[src/rtl/sa_seq_pkg.sv]
// Shared definitions for the systolic-array layer sequencer.
//   sa_state_e     : sequencer FSM states (S_ERR only reachable with
//                    SA_SEQ_TIMEOUT_EN defined)
//   DEF_*          : default per-layer ofmap sizes and accumulator beat counts
//   BEAT_W / WD_W  : beat counter and watchdog widths
//   ADDR_W/DATA_W  : BRAM write-port widths
package sa_seq_pkg;

  typedef enum logic [2:0] {
    S_IDLE  = 3'd0,
    S_LOAD  = 3'd1,
    S_FLUSH = 3'd2,
    S_START = 3'd3,
    S_RUN   = 3'd4,
    S_NEXT  = 3'd5,
    S_DONE  = 3'd6,
    S_ERR   = 3'd7
  } sa_state_e;

  localparam int DEF_OFMAP0      = 28;
  localparam int DEF_OFMAP1      = 10;
  localparam int DEF_OFMAP2      = 1;
  localparam int DEF_EXP0        = 784;
  localparam int DEF_EXP1        = 100;
  localparam int DEF_EXP2        = 1;
  localparam int DEF_TIMEOUT_CYC = 1000000;

  localparam int BEAT_W = 10;
  localparam int WD_W   = 20;
  localparam int ADDR_W = 17;
  localparam int DATA_W = 8;

endpackage

[src/rtl/sa_seq_wr_stage.sv]
// Registered write-port stage between the host load stream and the array's
// shared BRAM port.
//   clk, rst      : clock, asynchronous active-high reset
//   accept        : a load beat is transferred this cycle
//   addr, data    : address/data of that beat
//   wea           : write enable, high the cycle after each accepted beat
//   addra, dia    : last accepted address/data, held between beats
module sa_seq_wr_stage
  import sa_seq_pkg::*;
(
  input  logic              clk,
  input  logic              rst,
  input  logic              accept,
  input  logic [ADDR_W-1:0] addr,
  input  logic [DATA_W-1:0] data,
  output logic              wea,
  output logic [ADDR_W-1:0] addra,
  output logic [DATA_W-1:0] dia
);

  always_ff @(posedge clk or posedge rst) begin
    if (rst) begin
      wea   <= 1'b0;
      addra <= '0;
      dia   <= '0;
    end else begin
      wea <= accept;
      if (accept) begin
        addra <= addr;
        dia   <= data;
      end
    end
  end

endmodule

[src/rtl/sa_layer_seq.sv]
// Layer sequencer: runs conv layers 0, 1, 2 back to back from one run_i pulse.
// Per layer it opens the host load stream onto the array write port, pulses
// sa_start_o with stable nth_conv_o/ofmap_size_o, then counts accumulator
// beats (accu_valid_i[0]) until the layer's expected count is reached.
//
// Optional feature macro: SA_SEQ_TIMEOUT_EN adds a RUN watchdog (TIMEOUT_CYC)
// with an ERR state and sticky err_o; without it err_o is tied low.
//
// Ports:
//   clk, rst                 clock, asynchronous active-high reset
//   run_i                    start sequence (honoured only in IDLE)
//   busy_o, done_o           busy outside IDLE/ERR; one-cycle done after layer 2
//   layer_o, nth_conv_o      current layer index
//   ofmap_size_o             ofmap size of the current layer
//   ld_req_i/ld_ready_o      load handshake; ld_addr_i/ld_data_i/ld_last_i payload
//   wea_o, addra_o, dia_o    registered array write port
//   sa_start_o               one-cycle array start pulse
//   accu_valid_i             accumulator valid per column, bit 0 counted
//   err_o                    sticky watchdog error
//   state_o                  FSM state, for debug/observation
//
// Load handshake: a beat transfers on every cycle where ld_req_i && ld_ready_o.
// ld_ready_o depends only on state, never on ld_req_i; the host holds
// addr/data/last stable while ld_req_i is high and not yet accepted.
module sa_layer_seq
  import sa_seq_pkg::*;
#(
  parameter int OFMAP0 = DEF_OFMAP0,
  parameter int OFMAP1 = DEF_OFMAP1,
  parameter int OFMAP2 = DEF_OFMAP2,
  parameter int EXP0   = DEF_EXP0,
  parameter int EXP1   = DEF_EXP1,
  parameter int EXP2   = DEF_EXP2
`ifdef SA_SEQ_TIMEOUT_EN
  , parameter int TIMEOUT_CYC = DEF_TIMEOUT_CYC
`endif
) (
  input  logic              clk,
  input  logic              rst,
  input  logic              run_i,
  output logic              busy_o,
  output logic              done_o,
  output logic [1:0]        layer_o,
  input  logic              ld_req_i,
  output logic              ld_ready_o,
  input  logic [ADDR_W-1:0] ld_addr_i,
  input  logic [DATA_W-1:0] ld_data_i,
  input  logic              ld_last_i,
  output logic              wea_o,
  output logic [ADDR_W-1:0] addra_o,
  output logic [DATA_W-1:0] dia_o,
  output logic              sa_start_o,
  output logic [1:0]        nth_conv_o,
  output logic [4:0]        ofmap_size_o,
  input  logic [15:0]       accu_valid_i,
  output logic              err_o,
  output logic [2:0]        state_o
);

  sa_state_e         state_q, state_d;
  logic [1:0]        layer_q, layer_d;
  logic [BEAT_W-1:0] beat_q, beat_d;
  logic [BEAT_W-1:0] exp_m1;
  logic              accept;
  logic              wd_hit;
  logic              accu_unused;

  // Only column 0 paces completion; all columns fire together.
  assign accu_unused = |accu_valid_i[15:1];

  always_comb begin
    exp_m1       = BEAT_W'(EXP2 - 1);
    ofmap_size_o = 5'(OFMAP2);
    case (layer_q)
      2'd0: begin
        exp_m1       = BEAT_W'(EXP0 - 1);
        ofmap_size_o = 5'(OFMAP0);
      end
      2'd1: begin
        exp_m1       = BEAT_W'(EXP1 - 1);
        ofmap_size_o = 5'(OFMAP1);
      end
      default: ;
    endcase
  end

  assign accept = ld_req_i && (state_q == S_LOAD);

`ifdef SA_SEQ_TIMEOUT_EN
  logic [WD_W-1:0] wd_q;
  logic            err_q;

  // wd_q holds the number of completed RUN cycles of this layer.
  assign wd_hit = (wd_q == WD_W'(TIMEOUT_CYC - 1));

  always_ff @(posedge clk or posedge rst) begin
    if (rst) begin
      wd_q  <= '0;
      err_q <= 1'b0;
    end else begin
      if (state_q == S_START) wd_q <= '0;
      else if (state_q == S_RUN) wd_q <= wd_q + 1'b1;
      if (state_d == S_ERR) err_q <= 1'b1;
      else if (state_q == S_IDLE && run_i) err_q <= 1'b0;
    end
  end

  assign err_o = err_q;
`else
  assign wd_hit = 1'b0;
  assign err_o  = 1'b0;
`endif

  always_ff @(posedge clk or posedge rst) begin
    if (rst) begin
      state_q <= S_IDLE;
      layer_q <= 2'd0;
      beat_q  <= '0;
    end else begin
      state_q <= state_d;
      layer_q <= layer_d;
      beat_q  <= beat_d;
    end
  end

  always_comb begin
    state_d = state_q;
    layer_d = layer_q;
    beat_d  = beat_q;
    case (state_q)
      S_IDLE: begin
        if (run_i) begin
          state_d = S_LOAD;
          layer_d = 2'd0;
        end
      end
      S_LOAD:  if (accept && ld_last_i) state_d = S_FLUSH;
      // One spare cycle so the final registered write lands before start.
      S_FLUSH: state_d = S_START;
      S_START: begin
        beat_d  = '0;
        state_d = S_RUN;
      end
      S_RUN: begin
        if (accu_valid_i[0]) begin
          beat_d = beat_q + 1'b1;
          if (beat_q == exp_m1) state_d = S_NEXT;
        end else if (wd_hit) begin
          state_d = S_ERR;
        end
      end
      S_NEXT: begin
        if (layer_q == 2'd2) begin
          state_d = S_DONE;
        end else begin
          layer_d = layer_q + 2'd1;
          state_d = S_LOAD;
        end
      end
      S_DONE:  state_d = S_IDLE;
      S_ERR:   state_d = S_IDLE;
      default: state_d = S_IDLE;
    endcase
  end

  assign busy_o     = (state_q != S_IDLE) && (state_q != S_ERR);
  assign done_o     = (state_q == S_DONE);
  assign ld_ready_o = (state_q == S_LOAD);
  assign sa_start_o = (state_q == S_START);
  assign layer_o    = layer_q;
  assign nth_conv_o = layer_q;
  assign state_o    = state_q;

  sa_seq_wr_stage u_wr_stage (
    .clk    (clk),
    .rst    (rst),
    .accept (accept),
    .addr   (ld_addr_i),
    .data   (ld_data_i),
    .wea    (wea_o),
    .addra  (addra_o),
    .dia    (dia_o)
  );

endmodule

[config.mk]
export PLATFORM = sky130hd
export DESIGN_NAME = sa_layer_seq
export DESIGN_NICKNAME = d
export VERILOG_FILES = /design/src/rtl/sa_seq_pkg.sv /design/src/rtl/sa_seq_wr_stage.sv /design/src/rtl/sa_layer_seq.sv
export SDC_FILE = /design/constraint.sdc
export NUM_CORES = 1
export LEC_CHECK = 0
export BUFFER_PORTS_ARGS = -buffer_cell sky130_fd_sc_hd__buf_2
export CAP_MARGIN = 20
export CORE_AREA = 2 2 96 52
export DETAILED_ROUTE_END_ITERATION = 8
export DIE_AREA = 0 0 98 54
export PLACE_DENSITY_LB_ADDON = 0.2
export REMOVE_ABC_BUFFERS = 1
export SYNTH_ARGS = -nofsm -noshare
export SYNTH_HDL_FRONTEND = slang
export SYNTH_SLANG_ARGS = --single-unit
[constraint.sdc]
create_clock -name clk -period 2.33 [get_ports clk]
set_input_delay 0.3495 -clock clk [delete_from_list [all_inputs] [get_ports clk]]
set_output_delay 0.3495 -clock clk [all_outputs]
set_load 0.01 [all_outputs]
; Word level (Yosys, flattened, before mapping)
; Cells that the tools add are included.
[word_totals]
inputBits = 46
elab_cells = 49
register_bits = 41
output_inout_bits = 43
[classes]
add_sub_neg = 2
eq_ne = 16
n_mux = 13
reduce_logical = 12
[op_table]
columns = operator, count
row1 = one-hot mux 10 bit (2 select lines), 2
row2 = one-hot mux 3 bit (7 select lines), 1
row3 = two-way mux 3 bit, 5
row4 = "== test 3 bit, second input constant", 4
row5 = "adder 10 x 1 -> 10 bit, second input constant", 1
row6 = == test 10 bit, 1
row7 = two-way mux 10 bit, 1
row8 = one-hot mux 5 bit (2 select lines), 1
row9 = "!= test 2 bit, second input constant", 4
row10 = "== test 3 x 2 -> 1 bit, second input constant", 2
row11 = two-way mux 2 bit, 2
row12 = one-hot mux 2 bit (2 select lines), 1
row13 = AND reduction 4 bit, 1
row14 = nonzero test 2 bit, 2
row15 = "== test 3 x 1 -> 1 bit, second input constant", 1
row16 = logical AND 1 bit, 3
row17 = zero test 3 bit, 1
row18 = "!= test 3 bit, second input constant", 1
row19 = AND reduction 3 bit, 1
row20 = nonzero test 3 bit, 1
row21 = "adder 2 x 1 -> 2 bit, second input constant", 1
row22 = "== test 2 x 1 -> 1 bit, second input constant", 1
row23 = "== test 2 bit, second input constant", 1
row24 = zero test 2 bit, 1
row25 = 3 further kinds, 3

; Logic depth before layout (Yosys ltp)
[logic_depth]
word_depth = 6
depth_mapped = 6

; Hierarchy
; Synthesis repeated with hierarchy kept, for this count alone.
[unflattened]
cells_unflattened = 181
area_unflattened_um2 = 2144.6
[modules_own_cells]
columns = module, seq_area_each_um2, area_each_um2, cells_per_inst, instances
row1 = sa_layer_seq, 375.4, 1082.3, 126, 1
row2 = sa_seq_wr_stage, 650.6, 1062.3, 55, 1

; Worst setup path after synthesis
; OpenSTA, ideal clock, no wires.
[synth_timing]
path_type = register -> register
startpoint = reg layer_q[0] (netlist: layer_o[0])
endpoint = reg state_q[0] (netlist: state_o[0])
required_time_ns = 2.248
stages_incl_launch_ff = 7
setup_time_ns = 0.082
arrival_ns = 1.678
setup_slack_ns = 0.570
path_cell_list = dfrtp_1 -> inv_1 -> ha_1 -> or4_1 -> o21ai_0 -> o2111ai_1 -> a31oi_1
[synth_via]
elab_chain_cells = 5
elab_cells_between_ends = 9
classes_between = eq/ne: 4 / mux: 3 / reduce/logical: 2
[synth_lines]
columns = item, line
row1 = "start, declared", sa_layer_seq.sv:61  ; logic [1:0] layer_q, layer_d;
row2 = "start signal, assigned", sa_layer_seq.sv:121  ; layer_q <= layer_d;
row3 = == test 2 x 1 -> 1 bit / zero test 2 bit (equally long branches), sa_layer_seq.sv:74  ; case (layer_q)
row4 = one-hot mux 10 bit (2 select lines), sa_layer_seq.sv:74
row5 = == test 10 bit, sa_layer_seq.sv:147  ; if (beat_q == exp_m1) state_d = S_NEXT;
row6 = != test 2 bit (no source line), --
row7 = AND reduction 4 bit (no source line), --
row8 = "end signal, assigned", sa_layer_seq.sv:120  ; state_q <= state_d;
row9 = "end, declared", sa_layer_seq.sv:60  ; sa_state_e state_q, state_d;
; Several ways; a longest one is shown, not always the timed one.
; A chain may end at the register's enable or synchronous reset.

; Worst setup path after layout
; Ends and elaborated chain as after synthesis.

==> run_results.csv <==
group,metric,value,unit
timing,holdWs,172,ps
status,status,"complete, no violations",
routing,drt_iter0_markers,60,
setup_path,endpoint_kind,"flop",
timing,clock_skew,10.5,ps
floorplanning,rows,18,
hold_path,min_path_type,"in2async",
floorplanning,start_util,43.9,%
yosys,avgSynthCellArea,11.4,um2
setup_path,crit_slowest_cell,"or4_1",
pwr,power_frac_comb,45.7,%
placed_design,dpl_worst_slack,471,ps
clock_network,worstSkewPairLatency,280,ps
timing,period_minus_slack,1850,ps
timing,slew_headroom,66.1,%
clock_network,cts_buffers,5,
floorplanning,die_area,5290,um2
yosys,synth.area.top_cells,"dfrtp_1 (51%), mux2_2 (12%), ha_1 (3.1%)",
layout,drive_gt1_share,44.6,%
pwr,cellLeakagePower,1.22,nW
clock_network,cts_sinks,41,
grt,antenna_found_initial,0,
clock_network,cts_setup_buffers,0,
timing,timing.setup.tns,0,ps
floorplanning,core_area,4570,um2
grt,grt_pass1_wl,6.56,mm
placed_design,hpwl,3.02,mm
timing,setup_viol,0,
pwr,swShare,36.6,%
placed_design,place_congestion,0.806,
pwr,peakVddDrop,0.544,mV
yosys,synth_top_flop_cell,"dfrtp_1",
grt,grt_use_total,16.2,%
routing,vias,1539,
yosys,yosys_register_bits,41,
layout,synthToLayoutAreaGrowth,25.1,%
floorplanning,num_io_pins,89,
timing,fin_ws,477,ps
timing,final_hold_viol_count,0,
yosys,yosysSeqAreaShare,51.1,%
routing,routed_wl,4.05,mm
grt,grt_max_degree,42,
clock_network,clk_path_buf_depth,2,
clock_network,cts-root-buf,"clkbuf_8",
job,maxCapViolations,0,
yosys,ys.warnings.count,0,
placed_design,placedCellCount,302,
pwr,sequentialPowerShare,37.4,%
routing,antenna_left,0,
setup_path,worst_ep_arrival_time,2060,ps
clock_network,cts_tree,"built",
placed_design,portBuffers,72,
yosys,ys_types,41,
routing,firstDrtPassIters,4,
yosys,synthesis.area,2010,um2
grt,grt_pass1_vias,1327,
setup_path,cp_max_fo,8,
floorplanning,die_w,98,um
layout,instances_no_fill,309,
setup_path,path_class,"reg2reg",
timing,fmax,540,MHz
setup_path,crit_chain,"inv_1, ha_1, or4_1, o21ai_0, o2111ai_1, a31oi_1",
yosys,synth_edf_count,0,
routing,wl_per_cell,13.1,um
routing,vias_per_cell,4.98,
clock_network,cts_hold_buffers,0,
setup_path,max_stage_delay,500,ps
clock_network,h-tree-depth,2,
setup_path,start_kind,"flop",
clock_network,path_clk_slew,80,ps
pwr,net-switching-power,1.17,mW
layout,nets,300,
timing,drv_slew,0,
setup_path,reg2reg_depth,6,
yosys,syn_inst,176,
pwr,p_per_area,1270,nW/um2
clock_network,cts_resized,0,
grt,gr-total-overflow,0,
yosys,synth_top_cell_area_share,51.1,%
pwr,clkPwrFrac,16.8,%
timing,tightest_slew,509,ps
routing,route.detailed.drc,0,
layout,diodes,0,
timing,finalCritPeriodShare,79.5,%
yosys,synthArstFlopShare,100,%
pwr,internal-power,2.02,mW
setup_path,critPathRequiredTime,2540,ps
timing,grt_setup_unrepaired,"false",
yosys,yosysTopAreaCell,"dfrtp_1",
floorplanning,die_h,54,um
-- registers in the layout, indices dropped and copies added, names as in the netlist --
signal and flops:
beat_q 10, u_wr_stage.wea 1, state_o 3, u_wr_stage.addra 17
u_wr_stage.dia 8, layer_o 2
-- through the flow --
stage               util, %  instance area, um2  power (mW)
floorplan                 -                1910        2.06
finish                 54.9                2510        3.19
global route           54.9                2510        3.46
CTS                    54.9                2510        3.24
global placement       52.6                2410        2.65
detailed placement     52.6                2410        2.68
-- final timing paths --
check	startpoint	end	slack [ps]
min in group clk	ld_addr_i[9]	u_wr_stage.addra[9]$_DFFE_PP0N_	280
max in group asynchronous	rst	u_wr_stage.addra[10]$_DFFE_PP0N_	1800
hold reg to reg	u_wr_stage.addra[8]$_DFFE_PP0N_	u_wr_stage.addra[8]$_DFFE_PP0N_	490
setup / recovery	layer_o[0]$_DFFE_PP0P_	state_o[0]$_DFFE_PP0P_	480
setup reg to reg	layer_o[0]$_DFFE_PP0P_	state_o[0]$_DFFE_PP0P_	480
hold / removal	rst	u_wr_stage.dia[7]$_DFFE_PP0N_	170
-- placed cells by master, fill, tap and decap left out, types with 3 or more instances in the layout --
cell        n
buf_2      72
nand2_1    13
xor2_1      4
or4_1       3
nor3_1      4
nand3_1     4
clkbuf_8    5
ha_1        5
o2111ai_1   3
o21ai_0     4
a21oi_1     7
mux2_1      3
a31oi_1     3
buf_4       5
nor3b_1     3
dfrtp_1    41
nor2_1     10
inv_1       7
mux2_2     22
-- layer usage --
layer  track usage [%]  vias up  wire (um)
met2              21.3       41       1620
met3              5.58        0        274
met4              3.47        0          0
met1              24.9      726       2160
met5                 0        -          0
li1                  -      772          -
-- layout make-up --
| class | instances | area, um2 |
|---|---|---|
| fillers | 436 | 2060 |
| flip-flops and latches | 41 | 1030 |
| multi-input cells | 115 | 857 |
| repair buffers | 78 | 418 |
| well taps | 60 | 75.1 |
| clock buffers | 5 | 68.8 |
| clock inverters | 2 | 35.0 |
| inverters | 8 | 30.0 |
-- synthesized netlist by cell type, types with 3 or more instances --
cell type and count:
buf_6 4, nand2_1 13, inv_1 7, or4_1 3, nor3_1 4, nand3_1 4, ha_1 5, xor2_1 4
dfrtp_1 41, clkbuf_1 3, nor2_1 10, a31oi_1 3, o21ai_0 4, nor3b_1 3, buf_4 5, mux2_2 22
mux2_1 3, a21oi_1 7, o2111ai_1 3
-- cell families (layout without fill, tap and decap cells) --
logic type,after synthesis,in the layout,synth area share [%]
other,1,1,0.187
AOI/OAI and AO/OA,28,28,9.10
buffers and inverters,20,93,6.17
muxes,27,27,15.0
DFF,41,41,51.1
and+or+nand+nor,50,50,13.5
adders and majority gates,5,5,3.12
xor gates and xnor gates,4,4,1.75
-- power by group through the flow --
stage          logic [mW]  registers (mW)  clock network [mW]
4_1_cts              1.48            1.20               0.563
2_1_floorplan       0.698            1.36                   0
3_5_place_dp         1.48            1.20                   0
6_report             1.46            1.19               0.537
3_3_place_gp         1.45            1.20                   0
5_1_grt              1.62            1.25               0.599
-- critical path, delay by kind of cell (launching register included) --
kind / cells / cell delay, ps
AND/OR/NAND/NOR: 1 / 500
flip-flops: 1 / 470
AO/OA/AOI/OAI: 3 / 420
adder cells (fa/ha/maj): 1 / 280
buffers and inverters: 1 / 100
(Power assumes the default switching activity.)
